**src/rtl/l2_mem_pkg.sv**
```systemverilog
// Shared types and defaults for the L2 memory-port arbiter: widths, FSM states
// and the memory operation encoding.
package l2_mem_pkg;

  localparam int L2_ADDR_W = 28;   // 128-bit line granularity
  localparam int L2_DATA_W = 128;

  typedef enum logic [1:0] {
    ST_IDLE    = 2'd0,
    ST_BUSY_I  = 2'd1,
    ST_BUSY_D  = 2'd2,
    ST_RECOVER = 2'd3
  } state_e;

  typedef enum logic {
    OP_READ  = 1'b0,
    OP_WRITE = 1'b1
  } op_e;

  // A requester raising read and write together is treated as a write.
  function automatic op_e decode_op(input logic rd, input logic wr);
    return (wr || !rd) ? OP_WRITE : OP_READ;
  endfunction

endpackage

```
**src/rtl/l2_mem_arbiter_rr_arb2.sv**
```systemverilog
// Two-requester round-robin grant. Index 0 is the I side, index 1 the D side;
// on a tie the side that was not granted last wins.
module rr_arb2 (
  input  logic       clk,
  input  logic       rst_n,
  input  logic [1:0] req_i,
  input  logic       en_i,
  output logic [1:0] gnt_o
);

  logic last_d_q;  // 1: the D side holds the most recent grant

  // NOTE: every output of a combinational block gets a default first, so no path leaves it unassigned and no latch is inferred.
  always_comb begin
    gnt_o = 2'b00;
    if (en_i) begin
      if (&req_i) gnt_o = last_d_q ? 2'b01 : 2'b10;
      else        gnt_o = req_i;
    end
  end

  // NOTE: state registers use non-blocking assignments so every flop samples pre-edge values.
  always_ff @(posedge clk or negedge rst_n) begin
    if (!rst_n)        last_d_q <= 1'b1;
    else if (|gnt_o)   last_d_q <= gnt_o[1];
  end

endmodule

```
**src/rtl/l2_mem_arbiter.sv**
```systemverilog
// Shares one slow memory port between the L2 I-side and D-side memory channels:
// round-robin grant held until mem_ready, then one recovery cycle.
module l2_mem_arbiter
  import l2_mem_pkg::*;
#(
  parameter int ADDR_W = L2_ADDR_W,
  parameter int DATA_W = L2_DATA_W
) (
  input  logic              clk,
  input  logic              proc_reset_n,
  input  logic              pi_read,
  input  logic              pi_write,
  input  logic [ADDR_W-1:0] pi_addr,
  input  logic [DATA_W-1:0] pi_wdata,
  output logic [DATA_W-1:0] pi_rdata,
  output logic              pi_ready,
  input  logic              pd_read,
  input  logic              pd_write,
  input  logic [ADDR_W-1:0] pd_addr,
  input  logic [DATA_W-1:0] pd_wdata,
  output logic [DATA_W-1:0] pd_rdata,
  output logic              pd_ready,
  output logic              mem_read,
  output logic              mem_write,
  output logic [ADDR_W-1:0] mem_addr,
  output logic [DATA_W-1:0] mem_wdata,
  input  logic [DATA_W-1:0] mem_rdata,
  input  logic              mem_ready
);

  state_e            state_q;
  op_e               op_q;
  logic              mem_read_q, mem_write_q;
  logic [ADDR_W-1:0] mem_addr_q;
  logic [DATA_W-1:0] mem_wdata_q;
  logic [DATA_W-1:0] pi_rdata_q, pd_rdata_q;
  logic [1:0]        gnt;

  rr_arb2 u_arb (
    .clk   (clk),
    .rst_n (proc_reset_n),
    .req_i ({pd_read | pd_write, pi_read | pi_write}),
    .en_i  (state_q == ST_IDLE),
    .gnt_o (gnt)
  );

  always_ff @(posedge clk or negedge proc_reset_n) begin
    if (!proc_reset_n) begin
      state_q     <= ST_IDLE;
      op_q        <= OP_READ;
      mem_read_q  <= 1'b0;
      mem_write_q <= 1'b0;
      mem_addr_q  <= '0;
      mem_wdata_q <= '0;
      pi_rdata_q  <= '0;
      pd_rdata_q  <= '0;
    end else begin
      case (state_q)
        ST_IDLE: begin
          if (gnt[0]) begin
            op_q        <= decode_op(pi_read, pi_write);
            mem_write_q <= pi_write;
            mem_read_q  <= pi_read & ~pi_write;
            mem_addr_q  <= pi_addr;
            mem_wdata_q <= pi_wdata;
            state_q     <= ST_BUSY_I;
          end else if (gnt[1]) begin
            op_q        <= decode_op(pd_read, pd_write);
            mem_write_q <= pd_write;
            mem_read_q  <= pd_read & ~pd_write;
            mem_addr_q  <= pd_addr;
            mem_wdata_q <= pd_wdata;
            state_q     <= ST_BUSY_D;
          end
        end
        ST_BUSY_I, ST_BUSY_D: begin
          if (mem_ready) begin
            if (op_q == OP_READ) begin
              if (state_q == ST_BUSY_I) pi_rdata_q <= mem_rdata;
              else                      pd_rdata_q <= mem_rdata;
            end
            mem_read_q  <= 1'b0;
            mem_write_q <= 1'b0;
            state_q     <= ST_RECOVER;
          end
        end
        // Gives the retiring requester a cycle to drop its request before re-arbitration.
        ST_RECOVER: state_q <= ST_IDLE;
        default:    state_q <= ST_IDLE;
      endcase
    end
  end

  assign pi_ready  = mem_ready && (state_q == ST_BUSY_I);
  assign pd_ready  = mem_ready && (state_q == ST_BUSY_D);
  assign pi_rdata  = pi_rdata_q;
  assign pd_rdata  = pd_rdata_q;
  assign mem_read  = mem_read_q;
  assign mem_write = mem_write_q;
  assign mem_addr  = mem_addr_q;
  assign mem_wdata = mem_wdata_q;

endmodule
```
**config.mk**
```make
export PLATFORM = sky130hd
export DESIGN_NAME = l2_mem_arbiter
export DESIGN_NICKNAME = d
export VERILOG_FILES = /design/src/rtl/l2_mem_pkg.sv /design/src/rtl/l2_mem_arbiter_rr_arb2.sv /design/src/rtl/l2_mem_arbiter.sv
export SDC_FILE = /design/constraint.sdc
export NUM_CORES = 1
export LEC_CHECK = 0
export CORE_AREA = 2 2 339 341
export DETAILED_ROUTE_END_ITERATION = 10
export DIE_AREA = 0 0 341 343
export PLACE_DENSITY_LB_ADDON = 0.15
export SKIP_CTS_REPAIR_TIMING = 1
export SYNTH_ARGS = -nofsm -noshare
export SYNTH_HDL_FRONTEND = slang
export SYNTH_SLANG_ARGS = --single-unit
```
**constraint.sdc**
```tcl
create_clock -name clk -period 2.84 [get_ports clk]
set_input_delay 0.284 -clock clk [delete_from_list [all_inputs] [get_ports clk]]
set_output_delay 0.284 -clock clk [all_outputs]
set_load 0.01 [all_outputs]
```
==> results of run 1 <==
==> registers in the layout (all words and copies together), names as in the netlist <==
register,flops
pi_rdata,128
u_arb.last_d_q,1
op_q,1
mem_addr,28
mem_read,1
state_q,2
pd_rdata,128
mem_wdata,128
mem_write,1
==> through the flow <==
stage / total power [mW] / cells / instance area [um^2]
floorplan: 17.4 / 1270 / 16500
global placement: 26.9 / 3617 / 27200
detailed placement: 27.0 / 3617 / 27200
CTS: 34.3 / 3717 / 29100
global route: 35.7 / 3731 / 29100
finish: 33.6 / 3731 / 29100
==> layer usage <==
layer | up-vias | global-route usage (%)
met3 | 115 | 5.19
li1 | 6235 | -
met5 | - | 0
met2 | 575 | 21.6
met4 | 16 | 4.60
met1 | 6797 | 12.5
==> cell usage in the layout, fill, tap and decap left out, drive strengths merged <==
| cell type | count |
|---|---|
| dfrtp | 417 |
| nand3b | 1 |
| dlygate4sd3 | 1 |
| and2 | 2 |
| nand2 | 319 |
| or2 | 1 |
| or4 | 1 |
| mux2 | 256 |
| nor4bb | 1 |
| ha | 4 |
| nor4 | 1 |
| nand3 | 1 |
| o21ai | 6 |
| nor2b | 3 |
| clkinv | 7 |
| a21oi | 1 |
| nand2b | 2 |
| o22ai | 1 |
| dfstp | 1 |
| and3 | 1 |
| inv | 5 |
| buf | 54 |
| a22oi | 157 |
| o21a | 3 |
| a22o | 1 |
| bufinv | 1 |
| clkdlybuf4s50 | 861 |
| clkbuf | 89 |
| a32oi | 1 |
| clkinvlp | 1 |
| diode | 13 |
| a32o | 1 |
| o41ai | 1 |
| nor2 | 2 |
| mux2i | 1 |
| a31oi | 1 |
==> layout make-up <==
class | instances | area share (%)
flip-flops and latches | 418 | 36.0
multi-input cells | 769 | 19.2
clock buffers | 89 | 5.86
repair buffers | 916 | 32.0
well taps | 1512 | 6.50
clock inverters | 11 | 0.361
diodes | 13 | 0.112
inverters | 3 | 0.0387
==> kinds of logic (layout without fill, tap and decap cells) <==
group	Yosys count	count (layout)	share of synthesized area [%]
compound gates	173	173	7.81
fa+ha+maj	4	4	0.304
buf+inv	83	1019	2.84
flops	418	418	63.6
mux	257	257	17.6
other cells	0	13	0
simple gates	335	335	7.92
==> worst max-delay path, delay by kind of cell (launching register included) <==
family / cells / cell delay, ns
buffers and inverters: 2 / 0.76
adder cells (fa/ha/maj): 1 / 0.22
flip-flops: 1 / 0.41
AND/OR/NAND/NOR: 1 / 0.18
==> final timing paths <==
| check | to | slack, ns | cells past startpoint |
|---|---|---|---|
| hold reg to reg | mem_write | 0.48 | 2 |
| setup reg to reg | mem_wdata[26] | 0.36 | 8 |
| hold / removal | mem_wdata[101] | 0.17 | 3 |
| setup / recovery | pi_ready | 0.35 | 4 |
| max in group asynchronous | mem_wdata[108] | 1.62 | 3 |
| min in group asynchronous | pi_rdata[45] | 0.32 | 2 |
==> where the power goes <==
part | leakage (nW) | switching (mW) | internal, mW
combinational | 6.12 | 6.99 | 8.94
clock | 0.894 | 2.82 | 4.17
sequential | 5.05 | 1.63 | 9.02
==> impl_metrics.tcl, run 1 <==
set metrics [dict create \
    setup_ws_ns 0.346 \
    setup_tns_ns 0 \
    synth_edf_count 0 \
    fmax_mhz 401 \
    ir_worst_vdd_mv 0.357 \
    maxSlewHeadroom_pct 42.8 \
    arrival_ns 2.21 \
    cp_max_fo 4 \
    cp-start-kind "flop" \
    tightest_slew_ns 0.858 \
    hold_path_class "in -> reg" \
    crit_path_start "state_q[1]" \
    hold_violations 0 \
    h-tree-depth 2 \
    grt_max_degree 85 \
    fill_cells 11900 \
    grt_pass1_wl_mm 105 \
    vias_per_cell 3.68 \
    clock_skew_ns 0.0168 \
    whs_ns 0.172 \
    endpoint_kind "output port" \
    die-width_um 341 \
    syn_avg_cell_area_um2 13.0 \
    syn_area_mm2 0.0165 \
    drc 0 \
    grt_pass1_vias 15100 \
    dp_slack_ns 0.419 \
    yosysWarnings 0 \
    slowest_delay_ns 0.64 \
    pwr_density_cell_mw_per_mm2 1150 \
    synth_flop_cell "dfrtp_1" \
    area_delta_synth_final_pct 76.8 \
    gp_congestion 0.807 \
    synth_top_area_cell "dfrtp_1" \
    finalSetupViolCount 0 \
    numPortBuffers 862 \
    grt.total_usage_pct 12.1 \
    cts_tree "built" \
    drtIter0Drc 507 \
    overflow 0 \
    synth_seq_cells 418 \
    crit_type "reg -> out" \
    drive_gt1_share_pct 18.3 \
    clkSinkCount 418 \
    synth_cell_types 34 \
    firstDrtPassIters 5 \
    min_from "pi_wdata[101]" \
    r2r_start "state_q[1]" \
    clock-root-buffer "clkbuf_16" \
    num_rows 124 \
    slew_violations 0 \
    drv_cap 0 \
    die_h_um 343 \
    syn_inst 1270 \
    highest_layer "met5" \
    netlist.area_leader.share_pct 63.4 \
    clock_latency_ns 0.63 \
    cts_made_buffers 54 \
    synth.most_common_cell "dfrtp_1" \
    synth_area_leaders "dfrtp_1 (63%), mux2_2 (18%), nand2_1 (7.3%)" \
    synthArstFlopShare_pct 100 \
    rsz0062_at_grt "false" \
    post-route-period-util_pct 87.8 \
    cp.required_ns 2.56 \
    clk_pin_slew_ns 0.06 \
    dieArea_mm2 0.117 \
    routed_wl_mm 73.9 \
    antenna_found_initial 21 \
    multi_input_area_mm2 0.00558 \
    met1Wirelength_mm 26.3 \
    coreArea_mm2 0.113 \
    fin_util_pct 25.7 \
    fin_nets 2613 \
    synthTopCellsByCount "dfrtp_1 (417), nand2_1 (318), mux2_2 (256)" \
    ant_nets 0 \
    start_util_pct 14.5 \
    leakage_nw 12.1 \
    met3_wirelength_mm 7.18 \
    critical_path.cell_chain "inv_1, ha_1, and2_1, clkdlybuf4s50_1" \
    io_pins 863 \
    status "finished, final reports clean" \
    ys_seq_area_share_pct 63.6 \
    vias 13700 \
    wl_per_cell_um 19.8 \
    synth_fp_nets 1721 \
    seq_area_mm2 0.0105 \
    clk_path_buf_depth 3 \
    wl_met2_mm 38.2 \
    fin_crit_ns 2.49 \
    hpwl_mm 56.5 \
    critPathSlowestCell "clkdlybuf4s50_1" \
]
No activity file was read; power rests on OpenSTA's default activity.
==> run 2, diff against run 1 <==
--- a/config.mk
+++ b/config.mk
@@ -5,6 +5,7 @@
 export SDC_FILE = /design/constraint.sdc
 export NUM_CORES = 1
 export LEC_CHECK = 0
+export CAP_MARGIN = 20
 export CORE_AREA = 2 2 339 341
 export DETAILED_ROUTE_END_ITERATION = 10
 export DIE_AREA = 0 0 341 343
==> results of run 2 <==
Same layout as run 1: the final DEF is identical, and so are final timing and power.
